<file path="src/rtl/imm_gen_pipe_pkg.sv">
`default_nettype none
// ============================================================================
// Module      : imm_gen_pipe_pkg
// Description : Shared constants for the immediate-generator stage. Holds
//               the base opcode set (extended with LUI and AUIPC), the
//               funct3 codes that mark shift-immediate instructions and
//               the format codes reported alongside every immediate.
// Revision    : 1.0 - initial release
// ============================================================================
package imm_gen_pipe_pkg;

    // Major opcodes, inst[6:0]
    localparam logic [6:0] OPC_LOAD    = 7'b0000011;
    localparam logic [6:0] OPC_OP_IMM  = 7'b0010011;
    localparam logic [6:0] OPC_AUIPC   = 7'b0010111;
    localparam logic [6:0] OPC_STORE   = 7'b0100011;
    localparam logic [6:0] OPC_LUI     = 7'b0110111;
    localparam logic [6:0] OPC_BRANCH  = 7'b1100011;
    localparam logic [6:0] OPC_JALR    = 7'b1100111;
    localparam logic [6:0] OPC_JAL     = 7'b1101111;
    localparam logic [6:0] OPC_SYSTEM  = 7'b1110011;

    // funct3 values of OP-IMM that carry a shift amount instead of imm12
    localparam logic [2:0] F3_SLL      = 3'b001;
    localparam logic [2:0] F3_SRL_SRA  = 3'b101;

    localparam int FMT_W = 3;

    typedef enum logic [FMT_W-1:0] {
        FMT_NONE  = 3'd0,
        FMT_I     = 3'd1,
        FMT_S     = 3'd2,
        FMT_B     = 3'd3,
        FMT_U     = 3'd4,
        FMT_J     = 3'd5,
        FMT_SHAMT = 3'd6,
        FMT_ECALL = 3'd7
    } imm_fmt_e;

    function automatic logic is_shift_funct3(input logic [2:0] funct3);
        return (funct3 == F3_SLL) || (funct3 == F3_SRL_SRA);
    endfunction

endpackage
`default_nettype wire

</file>
<file path="src/rtl/imm_gen_pipe_if.sv">
`default_nettype none
// ============================================================================
// Module      : imm_gen_pipe_if
// Description : Handshake bundle for the immediate-generator stage.
//               Input side : in_valid, in_ready, in_inst, in_tag
//               Output side: out_valid, out_ready, out_imm, out_fmt,
//                            out_illegal, out_tag
//               master = the surrounding pipeline (offers instructions,
//               consumes results); slave = the stage itself.
// Revision    : 1.0 - initial release
// ============================================================================
interface imm_gen_pipe_if
    import imm_gen_pipe_pkg::*;
#(
    parameter int XLEN  = 32,
    parameter int TAG_W = 32
);
    logic             in_valid;
    logic             in_ready;
    logic [31:0]      in_inst;
    logic [TAG_W-1:0] in_tag;
    logic             out_valid;
    logic             out_ready;
    logic [XLEN-1:0]  out_imm;
    logic [FMT_W-1:0] out_fmt;
    logic             out_illegal;
    logic [TAG_W-1:0] out_tag;

    modport master (
        output in_valid, in_inst, in_tag, out_ready,
        input  in_ready, out_valid, out_imm, out_fmt, out_illegal, out_tag
    );

    modport slave (
        input  in_valid, in_inst, in_tag, out_ready,
        output in_ready, out_valid, out_imm, out_fmt, out_illegal, out_tag
    );
endinterface
`default_nettype wire

</file>
<file path="src/rtl/imm_gen_pipe_imm_decode.sv">
`default_nettype none
// ============================================================================
// Module      : imm_decode
// Description : Purely combinational RV32I/RV64I immediate decoder.
//               Ports: i_inst    - raw 32-bit instruction
//                      o_imm     - immediate, sign-extended to XLEN
//                                  (shift amounts and ECALL zero-extended)
//                      o_fmt     - detected format code
//                      o_illegal - unknown opcode or reserved shamt bit
// Revision    : 1.0 - initial release
// ============================================================================
module imm_decode
    import imm_gen_pipe_pkg::*;
#(
    parameter int XLEN      = 32,
    parameter int ECALL_IMM = 10
) (
    input  wire logic [31:0]      i_inst,
    output logic      [XLEN-1:0]  o_imm,
    output logic      [FMT_W-1:0] o_fmt,
    output logic                  o_illegal
);

    localparam logic [XLEN-1:0] c_ecall_imm = XLEN'(ECALL_IMM);

    logic [6:0]      w_opcode;
    logic [2:0]      w_funct3;
    logic [XLEN-1:0] w_imm;
    imm_fmt_e        w_fmt;
    logic            w_illegal;

    assign w_opcode = i_inst[6:0];
    assign w_funct3 = i_inst[14:12];

    // Size casts of signed operands sign-extend to XLEN.
    always_comb begin
        w_imm     = '0;
        w_fmt     = FMT_NONE;
        w_illegal = 1'b0;
        case (w_opcode)
            OPC_OP_IMM: begin
                if (is_shift_funct3(w_funct3)) begin
                    w_fmt = FMT_SHAMT;
                    if (XLEN == 64) begin
                        w_imm = XLEN'(i_inst[25:20]);
                    end else begin
                        // shamt[5] is reserved on RV32
                        w_imm     = XLEN'(i_inst[24:20]);
                        w_illegal = i_inst[25];
                    end
                end else begin
                    w_fmt = FMT_I;
                    w_imm = XLEN'($signed(i_inst[31:20]));
                end
            end
            OPC_LOAD, OPC_JALR: begin
                w_fmt = FMT_I;
                w_imm = XLEN'($signed(i_inst[31:20]));
            end
            OPC_STORE: begin
                w_fmt = FMT_S;
                w_imm = XLEN'($signed({i_inst[31:25], i_inst[11:7]}));
            end
            OPC_BRANCH: begin
                w_fmt = FMT_B;
                w_imm = XLEN'($signed({i_inst[31], i_inst[7], i_inst[30:25],
                                       i_inst[11:8], 1'b0}));
            end
            OPC_LUI, OPC_AUIPC: begin
                w_fmt = FMT_U;
                w_imm = XLEN'($signed({i_inst[31:12], 12'd0}));
            end
            OPC_JAL: begin
                w_fmt = FMT_J;
                w_imm = XLEN'($signed({i_inst[31], i_inst[19:12], i_inst[20],
                                       i_inst[30:21], 1'b0}));
            end
            OPC_SYSTEM: begin
                w_fmt = FMT_ECALL;
                w_imm = c_ecall_imm;
            end
            default: begin
                w_illegal = 1'b1;
            end
        endcase
    end

    assign o_imm     = w_imm;
    assign o_fmt     = w_fmt;
    assign o_illegal = w_illegal;

endmodule
`default_nettype wire

</file>
<file path="src/rtl/imm_gen_pipe.sv">
`default_nettype none
// ============================================================================
// Module      : imm_gen_pipe
// Description : Registered, flow-controlled immediate generator between the
//               fetch/decode latch and the ID/EX register. Decoding happens
//               at accept time; this module only holds results and runs the
//               valid/ready handshake.
//               Ports: clk   - clock
//                      reset - asynchronous, active-high reset
//                      flush - synchronous kill of all held entries
//                      bus   - imm_gen_pipe_if.slave (in_* / out_* handshake)
//               SKID=1: main + skid register, in_ready = !skid_full (flop)
//               SKID=0: single register, in_ready = !out_valid || out_ready
// Revision    : 1.0 - initial release
// ============================================================================
module imm_gen_pipe
    import imm_gen_pipe_pkg::*;
#(
    parameter int XLEN      = 32,
    parameter int TAG_W     = 32,
    parameter int ECALL_IMM = 10,
    parameter int SKID      = 1
) (
    input  wire logic      clk,
    input  wire logic      reset,
    input  wire logic      flush,
    imm_gen_pipe_if.slave  bus
);

    logic [XLEN-1:0]  w_dec_imm;
    logic [FMT_W-1:0] w_dec_fmt;
    logic             w_dec_illegal;

    logic             w_in_ready;
    logic             w_accept;
    logic             w_drain;

    // Main (output) register
    logic             r_main_valid;
    logic [XLEN-1:0]  r_main_imm;
    logic [FMT_W-1:0] r_main_fmt;
    logic             r_main_illegal;
    logic [TAG_W-1:0] r_main_tag;

    imm_decode #(
        .XLEN      (XLEN),
        .ECALL_IMM (ECALL_IMM)
    ) u_imm_decode (
        .i_inst    (bus.in_inst),
        .o_imm     (w_dec_imm),
        .o_fmt     (w_dec_fmt),
        .o_illegal (w_dec_illegal)
    );

    assign w_accept = bus.in_valid && w_in_ready;
    assign w_drain  = r_main_valid && bus.out_ready;

    generate
        if (SKID != 0) begin : g_skid
            logic             r_skid_valid;
            logic [XLEN-1:0]  r_skid_imm;
            logic [FMT_W-1:0] r_skid_fmt;
            logic             r_skid_illegal;
            logic [TAG_W-1:0] r_skid_tag;

            // Ready depends only on a flop, so the upstream timing path is
            // cut. Because ready is low whenever the skid slot is full, an
            // accept can only ever target an empty slot.
            assign w_in_ready = !r_skid_valid;

            always_ff @(posedge clk or posedge reset) begin
                if (reset) begin
                    r_main_valid   <= 1'b0;
                    r_main_imm     <= '0;
                    r_main_fmt     <= FMT_NONE;
                    r_main_illegal <= 1'b0;
                    r_main_tag     <= '0;
                    r_skid_valid   <= 1'b0;
                    r_skid_imm     <= '0;
                    r_skid_fmt     <= FMT_NONE;
                    r_skid_illegal <= 1'b0;
                    r_skid_tag     <= '0;
                end else if (flush) begin
                    r_main_valid <= 1'b0;
                    r_skid_valid <= 1'b0;
                end else if (!r_main_valid || w_drain) begin
                    // Main is free this edge: oldest entry (skid) first.
                    if (r_skid_valid) begin
                        r_main_valid   <= 1'b1;
                        r_main_imm     <= r_skid_imm;
                        r_main_fmt     <= r_skid_fmt;
                        r_main_illegal <= r_skid_illegal;
                        r_main_tag     <= r_skid_tag;
                        r_skid_valid   <= 1'b0;
                    end else if (w_accept) begin
                        r_main_valid   <= 1'b1;
                        r_main_imm     <= w_dec_imm;
                        r_main_fmt     <= w_dec_fmt;
                        r_main_illegal <= w_dec_illegal;
                        r_main_tag     <= bus.in_tag;
                    end else begin
                        r_main_valid   <= 1'b0;
                    end
                end else if (w_accept) begin
                    // Main is stalled: park the new entry in the skid slot.
                    r_skid_valid   <= 1'b1;
                    r_skid_imm     <= w_dec_imm;
                    r_skid_fmt     <= w_dec_fmt;
                    r_skid_illegal <= w_dec_illegal;
                    r_skid_tag     <= bus.in_tag;
                end
            end
        end else begin : g_no_skid
            // Drain and accept may coincide, keeping full throughput.
            assign w_in_ready = !r_main_valid || bus.out_ready;

            always_ff @(posedge clk or posedge reset) begin
                if (reset) begin
                    r_main_valid   <= 1'b0;
                    r_main_imm     <= '0;
                    r_main_fmt     <= FMT_NONE;
                    r_main_illegal <= 1'b0;
                    r_main_tag     <= '0;
                end else if (flush) begin
                    r_main_valid <= 1'b0;
                end else if (w_accept) begin
                    r_main_valid   <= 1'b1;
                    r_main_imm     <= w_dec_imm;
                    r_main_fmt     <= w_dec_fmt;
                    r_main_illegal <= w_dec_illegal;
                    r_main_tag     <= bus.in_tag;
                end else if (w_drain) begin
                    r_main_valid <= 1'b0;
                end
            end
        end
    endgenerate

    assign bus.in_ready    = w_in_ready;
    assign bus.out_valid   = r_main_valid;
    assign bus.out_imm     = r_main_imm;
    assign bus.out_fmt     = r_main_fmt;
    assign bus.out_illegal = r_main_illegal;
    assign bus.out_tag     = r_main_tag;

endmodule
`default_nettype wire

</file>
<file path="src/flat_wrapper.sv">
// flat-port wrapper written by rule: the top's interface ports become plain ports
module imm_gen_pipe_flat import imm_gen_pipe_pkg::*;
#(
    parameter int XLEN      = 32,
    parameter int TAG_W     = 32,
    parameter int ECALL_IMM = 10,
    parameter int SKID      = 1
)
  (clk, reset, flush, bus_in_valid, bus_in_inst, bus_in_tag, bus_out_ready, bus_in_ready, bus_out_valid, bus_out_imm, bus_out_fmt, bus_out_illegal, bus_out_tag);
  imm_gen_pipe_if #(.XLEN(XLEN), .TAG_W(TAG_W)) bus_i ();
  input  wire logic clk;
  input  wire logic reset;
  input  wire logic flush;
  input wire logic [$bits(bus_i.in_valid)-1:0] bus_in_valid;
  input wire logic [$bits(bus_i.in_inst)-1:0] bus_in_inst;
  input wire logic [$bits(bus_i.in_tag)-1:0] bus_in_tag;
  input wire logic [$bits(bus_i.out_ready)-1:0] bus_out_ready;
  output wire logic [$bits(bus_i.in_ready)-1:0] bus_in_ready;
  output wire logic [$bits(bus_i.out_valid)-1:0] bus_out_valid;
  output wire logic [$bits(bus_i.out_imm)-1:0] bus_out_imm;
  output wire logic [$bits(bus_i.out_fmt)-1:0] bus_out_fmt;
  output wire logic [$bits(bus_i.out_illegal)-1:0] bus_out_illegal;
  output wire logic [$bits(bus_i.out_tag)-1:0] bus_out_tag;
  assign bus_i.in_valid = bus_in_valid;
  assign bus_i.in_inst = bus_in_inst;
  assign bus_i.in_tag = bus_in_tag;
  assign bus_i.out_ready = bus_out_ready;
  assign bus_in_ready = bus_i.in_ready;
  assign bus_out_valid = bus_i.out_valid;
  assign bus_out_imm = bus_i.out_imm;
  assign bus_out_fmt = bus_i.out_fmt;
  assign bus_out_illegal = bus_i.out_illegal;
  assign bus_out_tag = bus_i.out_tag;
  imm_gen_pipe #(.XLEN(XLEN), .TAG_W(TAG_W), .ECALL_IMM(ECALL_IMM), .SKID(SKID)) u_core (.clk(clk), .reset(reset), .flush(flush), .bus(bus_i));
endmodule
</file>
<file path="config.mk">
export PLATFORM = sky130hd
export DESIGN_NAME = imm_gen_pipe_flat
export DESIGN_NICKNAME = d
export VERILOG_FILES = /design/src/rtl/imm_gen_pipe_pkg.sv /design/src/rtl/imm_gen_pipe_if.sv /design/src/rtl/imm_gen_pipe_imm_decode.sv /design/src/rtl/imm_gen_pipe.sv /design/src/flat_wrapper.sv
export SDC_FILE = /design/constraint.sdc
export NUM_CORES = 1
export LEC_CHECK = 0
export CAP_MARGIN = 40
export CELL_PAD_IN_SITES_DETAIL_PLACEMENT = 0
export CELL_PAD_IN_SITES_GLOBAL_PLACEMENT = 1
export CORE_ASPECT_RATIO = 1.75
export CORE_MARGIN = 2
export CORE_UTILIZATION = 39
export CTS_BUF_LIST = sky130_fd_sc_hd__clkbuf_2
export DETAILED_ROUTE_END_ITERATION = 10
export GPL_TIMING_DRIVEN = 0
export PLACE_DENSITY = 0.79
export SLEW_MARGIN = 30
export SYNTH_ARGS = -nofsm -noshare
export SYNTH_HDL_FRONTEND = slang
export SYNTH_HIERARCHICAL = 1
export SYNTH_SLANG_ARGS = --single-unit
</file>
<file path="constraint.sdc">
create_clock -name clk -period 4.4 [get_ports clk]
set_input_delay 0.88 -clock clk [delete_from_list [all_inputs] [get_ports clk]]
set_output_delay 0.88 -clock clk [all_outputs]
set_load 0.05 [all_outputs]
</file>
== After elaboration in Yosys (flattened, before gate mapping) ==
Index checks and enable logic that the tools add are counted.
Widths: inputs -> output; s select.

* Equal/unequal tests: 11
* Mux-type cells: 21
* Bitwise operators: 2
* Reductions and logical operators: 14

{| class="wikitable"
|+ Operator list
! kind !! number
|-
| $pmux 32 s7 || 1
|-
| $mux 32 || 5
|-
| $eq 7x7->1 const B || 4
|-
| $pmux 3 s7 || 1
|-
| $eq 7x5->1 const B || 2
|-
| $eq 7x6->1 const B || 2
|-
| $mux 1 || 10
|-
| $mux 3 || 3
|-
| $reduce_or 8->1 || 1
|-
| $eq 7x2->1 const B || 1
|-
| $reduce_and 3->1 || 2
|-
| $reduce_bool 2->1 || 2
|-
| $reduce_or 2->1 || 2
|-
| $eq 3x1->1 const B || 1
|-
| $eq 3x3->1 const B || 1
|-
| $reduce_bool 3->1 || 1
|-
| $logic_and 1x1->1 || 2
|-
| $logic_not 1->1 || 2
|-
| $logic_or 1x1->1 || 2
|-
| $not 1->1 || 2
|-
| $pmux 1 s2 || 1
|}

* Bits in registers: 138
* Input port bits: 69
* Output and inout port bits: 70
* Logic and storage cells: 58

== Logic depth before layout (Yosys ltp) ==
Gate-level depths: netlist of run 1.

* Depth after elaboration: 6
* Mapped depth: 8
* Depth with buffers taken out: 6

== Hierarchy ==
The synthesis of run 1 kept the hierarchy.

{| class="wikitable"
|+ By module, submodules not included
! module !! instances !! cells each !! area an instance (µm²) !! sequential area each (µm²)
|-
| imm_gen_pipe || 1 || 374 || 5983.2 || 3453.3
|-
| imm_decode || 1 || 92 || 633.1 || 0.0
|}

== Worst setup path after synthesis of run 1 ==
OpenSTA, ideal clock, no wires.

* Path kind: input port to flip-flop
* Start point: input bus_in_inst[6]
* End point: register u_core.r_main_imm[1] (netlist: u_core/bus.out_imm[1])
* Arrival time: 2.296 ns
* Required time: 4.275 ns
* Path slack: 1.979 ns
* Cell stages on the path: 7
* Path buffers: 1
* Cell sequence: buf_4 nand3b_1 nor2_1 a21o_1 a221o_1 mux2_2 mux2_2

* Longest elaborated chain between the ends: 5
* Elaborated cells between the ends (all ways): 14
* Classes of those cells: eq/ne (9); mux (3); reduce/logical (2)

{| class="wikitable"
|+ Ends and longest elaborated chain
! element !! RTL line !! RTL
|-
| from (decl) || flat_wrapper.sv:15 || <nowiki>input wire logic [$bits(bus_i.in_inst)-1:0] bus_in_inst;</nowiki>
|-
| $eq 7x6->1, or another cell as far along || imm_gen_pipe_imm_decode.sv:40 || <nowiki>case (w_opcode)</nowiki>
|-
| $reduce_or 2->1 || imm_gen_pipe_imm_decode.sv:40 ||
|-
| $pmux 32 s7 (*) || imm_gen_pipe_imm_decode.sv:40 ||
|-
| net u_core.w_dec_imm[1] || imm_gen_pipe.sv:30 || <nowiki>logic [XLEN-1:0] w_dec_imm;</nowiki>
|-
| $mux 32 (*) || imm_gen_pipe.sv:95 || <nowiki>end else if (w_accept) begin</nowiki>
|-
| $mux 32 (*) || imm_gen_pipe.sv:88 || <nowiki>if (r_skid_valid) begin</nowiki>
|-
| to (signal assigned) || imm_gen_pipe.sv:90 || <nowiki>r_main_imm <= r_skid_imm;</nowiki>
|-
| to (signal assigned) || imm_gen_pipe.sv:97 || <nowiki>r_main_imm <= w_dec_imm;</nowiki>
|-
| to (decl) || imm_gen_pipe.sv:40 || <nowiki>logic [XLEN-1:0] r_main_imm;</nowiki>
|}

Mark *: on every way through the listed nets, which the timed path passes. The rest lies on a longest branch. The select of a mux whose other input is x is not followed.
A chain may end at the register's enable or synchronous reset.

== Final worst setup path of run 1 ==
* Start point: register u_core.g_skid.r_skid_valid
* End point: output bus_in_ready

* Longest elaborated chain between the ends: 1

{| class="wikitable"
|+ Ends and longest elaborated chain
! element !! RTL line !! RTL
|-
| from (decl) || imm_gen_pipe.sv:60 || <nowiki>logic r_skid_valid;</nowiki>
|-
| from (signal assigned) || imm_gen_pipe.sv:78 || <nowiki>r_skid_valid <= 1'b0;</nowiki>
|-
| from (signal assigned) || imm_gen_pipe.sv:85 || <nowiki>r_skid_valid <= 1'b0;</nowiki>
|-
| from (signal assigned) || imm_gen_pipe.sv:94 || <nowiki>r_skid_valid <= 1'b0;</nowiki>
|-
| $logic_not 1->1 || imm_gen_pipe.sv:69 || <nowiki>assign w_in_ready = !r_skid_valid;</nowiki>
|-
| to (decl) || flat_wrapper.sv:18 || <nowiki>output wire logic [$bits(bus_i.in_ready)-1:0] bus_in_ready;</nowiki>
|}

Every way passes these cells.

==> out/qor.tcl, run 1 <==
set qor(timing.hold.worst.class) {register to register}
set qor(worst-slew-pin-transition_ns) 0.646
set qor(globalplace.congestion) 0.852
set qor(largest_net_degree_at_the_start_of_global_routing) 31
set qor(worstSkewPairLatency_ns) 0.66
set qor(timing.setup.tns_ns) 0
set qor(synth.lib_cells_used.distinct) 45
set qor(number_of_antenna_violations_at_the_first_check_in_global_routing) 1
set qor(drt_iter0_drc) 117
set qor(timing.max_slew.rel_slack_pct) 56.5
set qor(numCtsBuffers) 17
set qor(core.rowCount) 63
set qor(clock.fmax_mhz) 306
set qor(die_area_um2) 18100
set qor(postSynthCellCount) 466
set qor(synthSimpleGateAreaFrac_pct) 5.71
set qor(number_of_global_route_vias_before_repair) 4755
set qor(post_drt_via_cell_ratio) 4.97
set qor(num_vias) 4318
set qor(synthXorXnorAreaFrac_pct) 0
set qor(synth_compound_area_share_pct) 4.24
set qor(r2r_start) {u_core/g_skid.r_skid_valid}
set qor(cts_tree) {built}
set qor(max-vdd-ir-drop_mv) 0.227
set qor(clockRootBuffer) {sky130_fd_sc_hd__clkbuf_2}
set qor(post_synth.cell_area_avg_um2) 14.2
set qor(final_nets) 696
set qor(timing.max_cap.violations) 0
set qor(grtUsageTotal_pct) 17.8
set qor(drt_drc_violations_left) 0
set qor(outcome) {complete, no violations}
set qor(final_setup_fails) 0
set qor(floorplan.initialDensity_pct) 39.4
set qor(die_ht_um) 176
set qor(yosys_register_bits) 138
set qor(hold_violations) 0
set qor(dp_hpwl_mm) 11.6
set qor(io_buffer_count) 137
set qor(proportion_of_layout_cells_with_a_drive_suffix_above_1_pct) 41.9
set qor(muxShareOfSynthArea_pct) 34.7
set qor(cts_setup_buffers) 0
set qor(critical_path.startpoint) {u_core/g_skid.r_skid_valid}
set qor(synth-edff-count) 0
set qor(rsz0062_at_grt) {false}
set qor(report.final.slew_viol_count) 0
set qor(fp.coreArea_um2) 16800
set qor(period_share_pct) 74.4
set qor(clkTransAtPathRegs_ns) 0.20
set qor(drt_wl_total_mm) 15.4
set qor(area_delta_synth_final_pct) 31.1
set qor(critical_path.endpoint_type) {output port}
set qor(adder_cell_share_of_the_synthesized_area_pct) 0
set qor(globalRoute.busiestLayer) {met2}
set qor(post_drt_wl_per_cell_um) 17.7
set qor(clockBufferDepth) 2
set qor(synth_top_family_by_area) {multiplexers}
set qor(synthFlopType) {sky130_fd_sc_hd__dfrtp_1}
set qor(syn-num-nets) 535
set qor(timing.critical_path.from_type) {register}
set qor(grt_overflow) 0
set qor(cts_num_sinks) 138
set qor(drtAntennaViolNets) 0
set qor(seq_area_frac_synth_pct) 52.2
set qor(cp_max_fo) 10
set qor(timing.hold.worst_path_depth) 1
set qor(worst_clock_skew_ns) 0.0501
set qor(cts_resized) 0
set qor(worstPathArrival_ns) 2.39
set qor(htree_num_levels) 4
set qor(hp-start) {u_core/bus.out_tag[10]}
set qor(netlist_area_um2) 6620
set qor(grtUsageMet3_pct) 3.68
set qor(ios) 139
set qor(pwr_density_cell_nw_per_um2) 358
set qor(ff2ff_path_depth) 6
set qor(drt_first_pass_iters) 4
set qor(gr-usage-met1_pct) 20.3
set qor(die_width_um) 102
set qor(timing.critical_path.required_ns) 3.52
set qor(cts-hold-fix-buffers) 0
set qor(postLayoutCoreUtil_pct) 51.7
set qor(async_sr_flop_fraction_pct) 100
set qor(ys_warn_count) 6
set qor(groute.layer.met2.usage_pct) 32.6
set qor(grt_pass1_wl_mm) 24.8
set qor(crit_type) {register to output port}
set qor(finalCriticalPeriod_ns) 3.27
set qor(power.static_leakage_nw) 3.90
## placed cells by master, fill, tap and decap left out, types with 4 or more instances in the layout
cell / instances
sky130_fd_sc_hd__nor2b_1: 9
sky130_fd_sc_hd__dfrtp_1: 138
sky130_fd_sc_hd__a21o_1: 9
sky130_fd_sc_hd__o21ai_1: 11
sky130_fd_sc_hd__nand2_1: 15
sky130_fd_sc_hd__mux2_1: 17
sky130_fd_sc_hd__nor2_1: 4
sky130_fd_sc_hd__clkdlybuf4s50_1: 137
sky130_fd_sc_hd__a21oi_1: 4
sky130_fd_sc_hd__clkbuf_2: 18
sky130_fd_sc_hd__inv_6: 4
sky130_fd_sc_hd__buf_6: 8
sky130_fd_sc_hd__nand2b_1: 4
sky130_fd_sc_hd__mux2_2: 187
sky130_fd_sc_hd__buf_2: 16
## routing by layer
metal  vias to the layer above  wire [um]
li1                       2008          -
met1                      2223       6080
met2                        80       8560
met3                         7        568
met5                         -          0
met4                         0        192
## metrics by stage
step	area [um2]	setup WS (ns)	hold slack [ns]	power (mW)	instances
after floorplan	6620	1.80	0.459	1.99	466
after global placement	8280	0.558	0.470	2.26	830
after detailed placement	8400	1.09	0.476	2.29	835
after CTS	8670	1.03	0.515	3.16	867
after global routing	8680	0.970	0.543	3.26	868
final	8680	1.13	0.513	3.11	868
## cells in the mapped netlist, drive strengths merged (3+ instances only)
cell    number  area share [%]
mux2       204              35
dfrtp      138              52
buf         26             2.8
nand2       16            0.95
o21ai       13            0.98
nor2b       10            0.98
a21o         9             1.0
nor2         6            0.49
a21oi        5            0.43
nand3        5            0.53
nand2b       4            0.38
nor3         4            0.55
inv          3            0.17
nor4         3            0.74
## final timing paths
kind,end,slack (ns)
max,bus_in_ready,1.13
min,u_core/bus.out_tag[10],0.51
max reg2reg,u_core/bus.out_imm[29],2.65
min reg2reg,u_core/bus.out_tag[10],0.51
max in group asynchronous,u_core/g_skid.r_skid_tag[4],2.68
min in group asynchronous,u_core/g_skid.r_skid_tag[22],0.59
## registers in the layout, indices dropped and copies added (netlist names), 3 cells and up
signal                    cells
u_core/g_skid.r_skid_tag     32
u_core/g_skid.r_skid_imm     32
u_core/bus.out_tag           32
u_core/g_skid.r_skid_fmt      3
u_core/bus.out_imm           32
u_core/bus.out_fmt            3
## power by group
part / leakage (nW) / switching [mW] / total, mW / internal, mW
logic: 1.95 / 0.420 / 0.760 / 0.340
clock network: 0.164 / 0.513 / 0.849 / 0.336
registers: 1.79 / 0.0763 / 1.50 / 1.42
total: 3.90 / 1.01 / 3.11 / 2.10
## area by class of cell
cell class                      count  area [um2]
Fill cell                        1469        8110
Timing Repair Buffer              142        1490
Tap cell                          227         284
Multi-Input combinational cell    297        2960
Sequential cell                   138        3450
Buffer                             28         196
Clock buffer                       18        90.1
Inverter                            3        15.0
Clock inverter                     14         186
Antenna cell                        1        2.50
## worst max-delay path, stage by stage (launching register included)
cell and delay (ns):
sky130_fd_sc_hd__dfrtp_1 0.41, sky130_fd_sc_hd__buf_2 0.19, sky130_fd_sc_hd__buf_6 0.17, sky130_fd_sc_hd__buf_6 0.15, sky130_fd_sc_hd__inv_1 0.06, sky130_fd_sc_hd__clkdlybuf4s50_1 0.79
## kinds of logic after synthesis
kind of cell,after synthesis
multiplexers,204
AO/OA/AOI/OAI,39
flip-flops,138
AND/OR/NAND/NOR,54
buffers and inverters,31
(Power assumes the default switching activity.)
==> inputs of run 2 (changes only) <==
- clock period: 4.4 -> 2.66 ns (I/O delays scaled with it)
==> out/qor.tcl, run 2 (synthesis gave the netlist of run 1 again) <==
set qor(power_mw) 5.14 ;# was 3.11 mW
set qor(cts_setup_buffers) 0 ;# unchanged
set qor(period_share_pct) 93.9
set qor(fp.coreArea_um2) 16800 ;# unchanged
set qor(worst-slew-pin-transition_ns) 0.617 ;# was 0.646 ns
set qor(multi_input_comb_area_um2) 2960 ;# unchanged
set qor(post_route_cell_area_um2) 8680 ;# about the same
set qor(die_ht_um) 176 ;# unchanged
set qor(dpl_cell_area_um2) 8400 ;# unchanged
set qor(final_nets) 696 ;# unchanged
set qor(dp_hpwl_mm) 11.6 ;# unchanged
set qor(timing.max_cap.violations) 0 ;# unchanged
set qor(area_delta_synth_final_pct) 31.2 ;# was 31.1%
set qor(crit_type) {register to output port} ;# unchanged
set qor(post_drt_wl_per_cell_um) 17.7 ;# about the same
set qor(hold_violations) 0 ;# unchanged
set qor(finalCriticalPeriod_ns) 2.50
set qor(finish.cell_count_without_fillers) 868 ;# unchanged
set qor(globalplace.congestion) 0.852 ;# unchanged
set qor(timing.critical_path.from_type) {register} ;# unchanged
set qor(worst_clock_skew_ns) 0.0497 ;# was 0.0501 ns
set qor(numCtsBuffers) 17 ;# unchanged
set qor(layout.cells.most_common_list) {sky130_fd_sc_hd__mux2_2 (187), sky130_fd_sc_hd__dfrtp_1 (138), sky130_fd_sc_hd__clkdlybuf4s50_1 (136)} ;# was sky130_fd_sc_hd__mux2_2 (187), sky130_fd_sc_hd__dfrtp_1 (138), sky130_fd_sc_hd__clkdlybuf4s50_1 (137)
set qor(rr_endpoint) {u_core/bus.out_imm[29]} ;# unchanged
set qor(post_drt_via_cell_ratio) 4.98 ;# was 4.97
set qor(ff2ff_path_depth) 5 ;# was 6
set qor(timing.hold.worst.class) {primary input to async pin} ;# was register to register
set qor(die_width_um) 102 ;# unchanged
set qor(drtAntennaViolNets) 0 ;# unchanged
set qor(ios) 139 ;# unchanged
set qor(cts_num_sinks) 138 ;# unchanged
set qor(power.static_leakage_nw) 3.91 ;# was 3.90 nW
set qor(die_area_um2) 18100 ;# unchanged
set qor(io_buffer_count) 137 ;# unchanged
set qor(max-vdd-ir-drop_mv) 0.376 ;# was 0.227 mV
set qor(pwr_density_cell_nw_per_um2) 593 ;# was 358 nW/um2
set qor(timing.max_slew.rel_slack_pct) 58.5 ;# was 56.5%
set qor(r2r_start) {u_core/bus.out_valid} ;# was u_core/g_skid.r_skid_valid
set qor(drt_iter0_drc) 112 ;# was 117
set qor(slack_of_the_worst_reg_to_reg_path_ns) 0.93 ;# was 2.65 ns
set qor(critical_path.endpoint_type) {output port} ;# unchanged
set qor(rsz0062_at_grt) {false} ;# unchanged
set qor(clkTransAtPathRegs_ns) 0.23 ;# was 0.20 ns
set qor(floorplan.initialDensity_pct) 39.4 ;# unchanged
set qor(clockRootBuffer) {sky130_fd_sc_hd__clkbuf_2} ;# unchanged
set qor(drt_drc_violations_left) 0 ;# unchanged
set qor(cts_tree) {built} ;# unchanged
set qor(proportion_of_layout_cells_with_a_drive_suffix_above_1_pct) 42.0 ;# was 41.9%
set qor(worstSkewPairLatency_ns) 0.66 ;# about the same
set qor(nFillCells) 1470 ;# was 1469
set qor(cp_max_fo) 10 ;# unchanged
set qor(clock.fmax_mhz) 400
set qor(place.detailed.instances) 835 ;# unchanged
set qor(htree_num_levels) 4 ;# unchanged
set qor(timing.critical_path.required_ns) 2.13 ;# was 3.52 ns
set qor(drt_wl_total_mm) 15.4 ;# about the same
set qor(drt_first_pass_iters) 4 ;# unchanged
set qor(num_vias) 4322 ;# was 4318
set qor(clockBufferDepth) 2 ;# unchanged
set qor(layout.cells.most_common) {sky130_fd_sc_hd__mux2_2} ;# unchanged
set qor(worstPathArrival_ns) 1.97 ;# was 2.39 ns
set qor(number_of_antenna_violations_at_the_first_check_in_global_routing) 1 ;# unchanged
set qor(largest_net_degree_at_the_start_of_global_routing) 31 ;# unchanged
set qor(grt_overflow) 0 ;# unchanged
set qor(core.rowCount) 63 ;# unchanged
set qor(report.final.slew_viol_count) 0 ;# unchanged
set qor(final-seq-area_um2) 3450 ;# unchanged
set qor(outcome) {complete, no violations} ;# unchanged
set qor(final_setup_fails) 0 ;# unchanged
set qor(number_of_global_route_vias_before_repair) 4755 ;# unchanged
set qor(grtUsageTotal_pct) 17.8 ;# unchanged
set qor(grt_pass1_wl_mm) 24.8 ;# unchanged
## run 2: power breakdown
group	total, mW	internal, mW	switching [mW]
combinational	1.26	0.562	0.695
clock	1.40	0.556	0.849
sequential	2.48	2.36	0.126
## run 2: worst max path at each step
stage / from / endpoint / slack [ns] / cells after the start
after floorplan: reset / u_core/bus.out_fmt[0] / 0.41 / 1
after global placement: reset / u_core/bus.out_tag[7] / -0.83 / 2
after detailed placement: bus_in_inst[3] / u_core/bus.out_imm[30] / -0.30 / 8
after CTS: u_core/g_skid.r_skid_valid / bus_in_ready / 0.05 / 5
after global routing: u_core/g_skid.r_skid_valid / bus_in_ready / 0.007 / 5
final: u_core/g_skid.r_skid_valid / bus_in_ready / 0.16 / 5
## run 2: critical path, cell delays in order, from the launching register on
cell and delay, ns:
sky130_fd_sc_hd__dfrtp_1 0.41, sky130_fd_sc_hd__clkbuf_4 0.20, sky130_fd_sc_hd__buf_6 0.17, sky130_fd_sc_hd__buf_6 0.15
sky130_fd_sc_hd__inv_1 0.06, sky130_fd_sc_hd__clkdlybuf4s15_2 0.36
## run 2: what timing repair did
| item | 4_1_cts | 5_1_grt |
|---|---|---|
| endpoints found under the hold margin | 0 | 0 |
| resized for setup | 3 | 1 |
| hold buffers | 0 | 0 |
| setup endpoints to repair | 1 | 1 |
## run 2: area by class of cell
| cell class | instances | area share [%] |
|---|---|---|
| diodes | 1 | 0.0288 |
| flip-flops and latches | 138 | 39.8 |
| repair buffers | 142 | 17.2 |
| multi-input cells | 297 | 34.0 |
| clock buffers | 18 | 1.04 |
| inverters | 3 | 0.173 |
| clock inverters | 14 | 2.15 |
| plain buffers | 28 | 2.29 |
| well taps | 227 | 3.27 |
## run 2: routing by layer
metal / part of all wire, % / GRT usage, % / up-vias / routed length (um)
met5: 0 / 0 / - / 0
met4: 1.2 / 5.50 / 0 / 192
met3: 3.7 / 3.68 / 7 / 572
met2: 56 / 32.6 / 84 / 8570
met1: 39 / 20.3 / 2222 / 6040
li1: - / - / 2009 / -
## run 2: through the flow
stage	setup TNS (ns)	util, %	hold WS [ns]	setup slack [ns]
after floorplan	0	-	0.459	0.407
after global placement	-115.58	49.3	0.470	-0.834
after detailed placement	-3.58	50.0	0.476	-0.302
after CTS	0	51.7	0.167	0.0502
after global routing	0	51.7	0.195	0.00651
final	0	51.7	0.242	0.161
==> inputs of run 3 (changes only) <==
==> constraint.sdc (replaced) <==
create_clock -name clk -period 2.66 [get_ports clk]
set_input_delay 0.266 -clock clk [delete_from_list [all_inputs] [get_ports clk]]
set_output_delay 0.266 -clock clk [all_outputs]
set_load 0.05 [all_outputs]
==> out/qor.tcl, run 3 (synthesis gave the netlist of run 1 again) <==
set qor(timing.hold.worst.class) {primary input to register} ;# was primary input to async pin
set qor(worst_clock_skew_ns) 0.0492 ;# was 0.0497 ns
set qor(placement.setup.worst_slack_ns) -0.0363 ;# was -0.302 ns
set qor(number_of_global_route_vias_before_repair) 4756 ;# was 4755
set qor(max-vdd-ir-drop_mv) 0.375 ;# was 0.376 mV
set qor(cts_num_sinks) 138 ;# unchanged
set qor(fp.coreArea_um2) 16800 ;# unchanged
set qor(met3_wirelength_um) 574 ;# was 572 um
set qor(dp_hpwl_mm) 11.6 ;# unchanged
set qor(final_nets) 697 ;# was 696
set qor(worst_path_most_repeated_cell) {sky130_fd_sc_hd__buf_6} ;# unchanged
set qor(cts_setup_buffers) 0 ;# unchanged
set qor(rsz0062_at_grt) {false} ;# unchanged
set qor(largest_net_degree_at_the_start_of_global_routing) 31 ;# unchanged
set qor(clockBufferDepth) 2 ;# unchanged
set qor(clockRootBuffer) {sky130_fd_sc_hd__clkbuf_2} ;# unchanged
set qor(ios) 139 ;# unchanged
set qor(area_delta_synth_final_pct) 31.3 ;# was 31.2%
set qor(top_layer) {met4} ;# unchanged
set qor(die_ht_um) 176 ;# unchanged
set qor(drt_wl_total_mm) 15.4 ;# about the same
set qor(grtUsageTotal_pct) 17.8 ;# about the same
set qor(cts_tree) {built} ;# unchanged
set qor(critical_path.cell_chain) {buf_2 > buf_6 > buf_6 > inv_1 > dlygate4sd2_1} ;# was clkbuf_4 > buf_6 > buf_6 > inv_1 > clkdlybuf4s15_2
set qor(timing.max_slew.rel_slack_pct) 58.4 ;# was 58.5%
set qor(postLayoutCoreUtil_pct) 51.7 ;# about the same
set qor(globalplace.congestion) 0.852 ;# unchanged
set qor(numCtsBuffers) 17 ;# unchanged
set qor(timing.critical_path.from_type) {register} ;# unchanged
set qor(setup_slack_ns) 0.276 ;# was 0.161 ns
set qor(post_drt_via_cell_ratio) 4.97 ;# was 4.98
set qor(power_mw) 5.14 ;# about the same
set qor(grt_pass1_wl_mm) 24.8 ;# about the same
set qor(finalCriticalPeriod_ns) 2.38 ;# was 2.50 ns
set qor(report.final.slew_viol_count) 0 ;# unchanged
set qor(critical_path.max_stage_delay_ns) 0.51 ;# was 0.41 ns
set qor(slack_of_the_worst_reg_to_reg_path_ns) 0.90 ;# was 0.93 ns
set qor(clock.fmax_mhz) 419 ;# was 400 MHz
set qor(hp-start) {bus_in_tag[6]}
set qor(drtAntennaViolNets) 0 ;# unchanged
set qor(core.rowCount) 63 ;# unchanged
set qor(post_drt_wl_per_cell_um) 17.7 ;# about the same
set qor(layout.cells.most_common_list) {sky130_fd_sc_hd__mux2_2 (187), sky130_fd_sc_hd__dfrtp_1 (138), sky130_fd_sc_hd__clkdlybuf4s50_1 (136)} ;# unchanged
set qor(die_area_um2) 18100 ;# unchanged
set qor(number_of_antenna_violations_at_the_first_check_in_global_routing) 1 ;# unchanged
set qor(drt_iter0_drc) 120 ;# was 112
set qor(period_share_pct) 89.6 ;# was 93.9%
set qor(timing.hold.worst_path_depth) 2
set qor(drt_drc_violations_left) 0 ;# unchanged
set qor(r2r_start) {u_core/g_skid.r_skid_valid} ;# was u_core/bus.out_valid
set qor(crit_type) {register to output port} ;# unchanged
set qor(critPathSlowestCell) {sky130_fd_sc_hd__dlygate4sd2_1} ;# was sky130_fd_sc_hd__dfrtp_1
set qor(worst-slew-pin-transition_ns) 0.618 ;# was 0.617 ns
set qor(pwr_density_cell_nw_per_um2) 592 ;# was 593 nW/um2
set qor(power.static_leakage_nw) 3.91 ;# about the same
set qor(cp_top_family) {buffers and inverters} ;# unchanged
set qor(layout.cells.most_common) {sky130_fd_sc_hd__mux2_2} ;# unchanged
set qor(critical_path.startpoint) {u_core/g_skid.r_skid_valid} ;# unchanged
set qor(die_width_um) 102 ;# unchanged
set qor(min_to) {u_core/g_skid.r_skid_tag[6]}
set qor(htree_num_levels) 4 ;# unchanged
set qor(ff2ff_path_depth) 6 ;# was 5
set qor(met2RoutedLength_mm) 8.61 ;# was 8.57 mm
set qor(drt_first_pass_iters) 4 ;# unchanged
set qor(timing.critical_path.buf_inv) 5 ;# unchanged
set qor(floorplan.initialDensity_pct) 39.4 ;# unchanged
set qor(outcome) {complete, no violations} ;# unchanged
set qor(worstSkewPairLatency_ns) 0.66 ;# about the same
set qor(io_buffer_count) 137 ;# unchanged
set qor(worstPathArrival_ns) 2.12 ;# was 1.97 ns
set qor(timing.critical_path.required_ns) 2.39 ;# was 2.13 ns
set qor(rr_endpoint) {u_core/bus.out_imm[29]} ;# unchanged
set qor(timing.setup.tns_ns) 0 ;# unchanged
set qor(grt_overflow) 0 ;# unchanged
set qor(dpl_cell_area_um2) 8400 ;# unchanged
set qor(proportion_of_layout_cells_with_a_drive_suffix_above_1_pct) 41.8 ;# was 42.0%
set qor(hold_violations) 0 ;# unchanged
set qor(met1_length_mm) 6.00 ;# was 6.04 mm
set qor(num_vias) 4321 ;# was 4322
set qor(clkTransAtPathRegs_ns) 0.26 ;# was 0.23 ns
set qor(cp_max_fo) 10 ;# unchanged
set qor(timing.max_cap.violations) 0 ;# unchanged
set qor(final_setup_fails) 0 ;# unchanged
set qor(critical_path.endpoint_type) {output port} ;# unchanged
set qor(post_route_cell_area_um2) 8690 ;# was 8680 um2
## run 3: changes by cell type in the layout (fill, tap and decap cells not counted), sizes merged
cell and change:
buf +1, clkbuf -1, clkdlybuf4s15 -1, dlygate4sd2 +1
dlygate4sd3 +1
## run 3: final cells by class
class,count,area [um2]
multi-input combinational,297,2960
fill,1471,8100
buffer,28,196
sequential,138,3450
clock inverter,14,186
clock buffer,18,90.1
inverter,3,15.0
timing repair buffer,143,1500
antenna,1,2.50
tap,227,284
## run 3: through the flow
step | hold slack, ns | cells
5_1_grt | 0.104 | 869
4_1_cts | 0.112 | 868
3_3_place_gp | 0.470 | 830
3_5_place_dp | 0.476 | 835
2_1_floorplan | 0.329 | 466
6_report | 0.215 | 869
## run 3: worst max-delay path by stage
stage / cells after the start / slack, ns / to
after floorplan: 1 / 0.67 / u_core/bus.out_fmt[0]
after global placement: 2 / -0.57 / u_core/bus.out_tag[7]
after detailed placement: 8 / -0.04 / u_core/bus.out_imm[30]
after CTS: 5 / 0.18 / bus_in_ready
after global routing: 5 / 0.12 / bus_in_ready
final: 5 / 0.28 / bus_in_ready
## run 3: worst register-to-register path, cell delays in order, from the launching register on
cell                      delay, ns
sky130_fd_sc_hd__dfrtp_1       0.38
sky130_fd_sc_hd__buf_2         0.23
sky130_fd_sc_hd__nor2_4        0.08
sky130_fd_sc_hd__nor3_4        0.21
sky130_fd_sc_hd__buf_4         0.26
sky130_fd_sc_hd__buf_6         0.19
sky130_fd_sc_hd__mux2_2        0.34
## run 3: metal layers
layer  track usage [%]  up-vias
li1                  -     2010
met1              20.3     2220
met2              32.6       84
met3              3.68        7
met4              5.50        0
met5                 0        -
## run 3: where the power goes
part,internal (mW),leakage [nW],switching [mW]
clock network,0.556,0.164,0.849
registers,2.36,1.79,0.126
logic,0.563,1.96,0.695
total,3.47,3.91,1.67
## run 3: what timing repair did
action / in CTS / in global routing
setup endpoints to repair: 1 / 0
resized for setup: 1 / 0
hold buffers: 1 / 0
endpoints found under the hold margin: 23 / 0
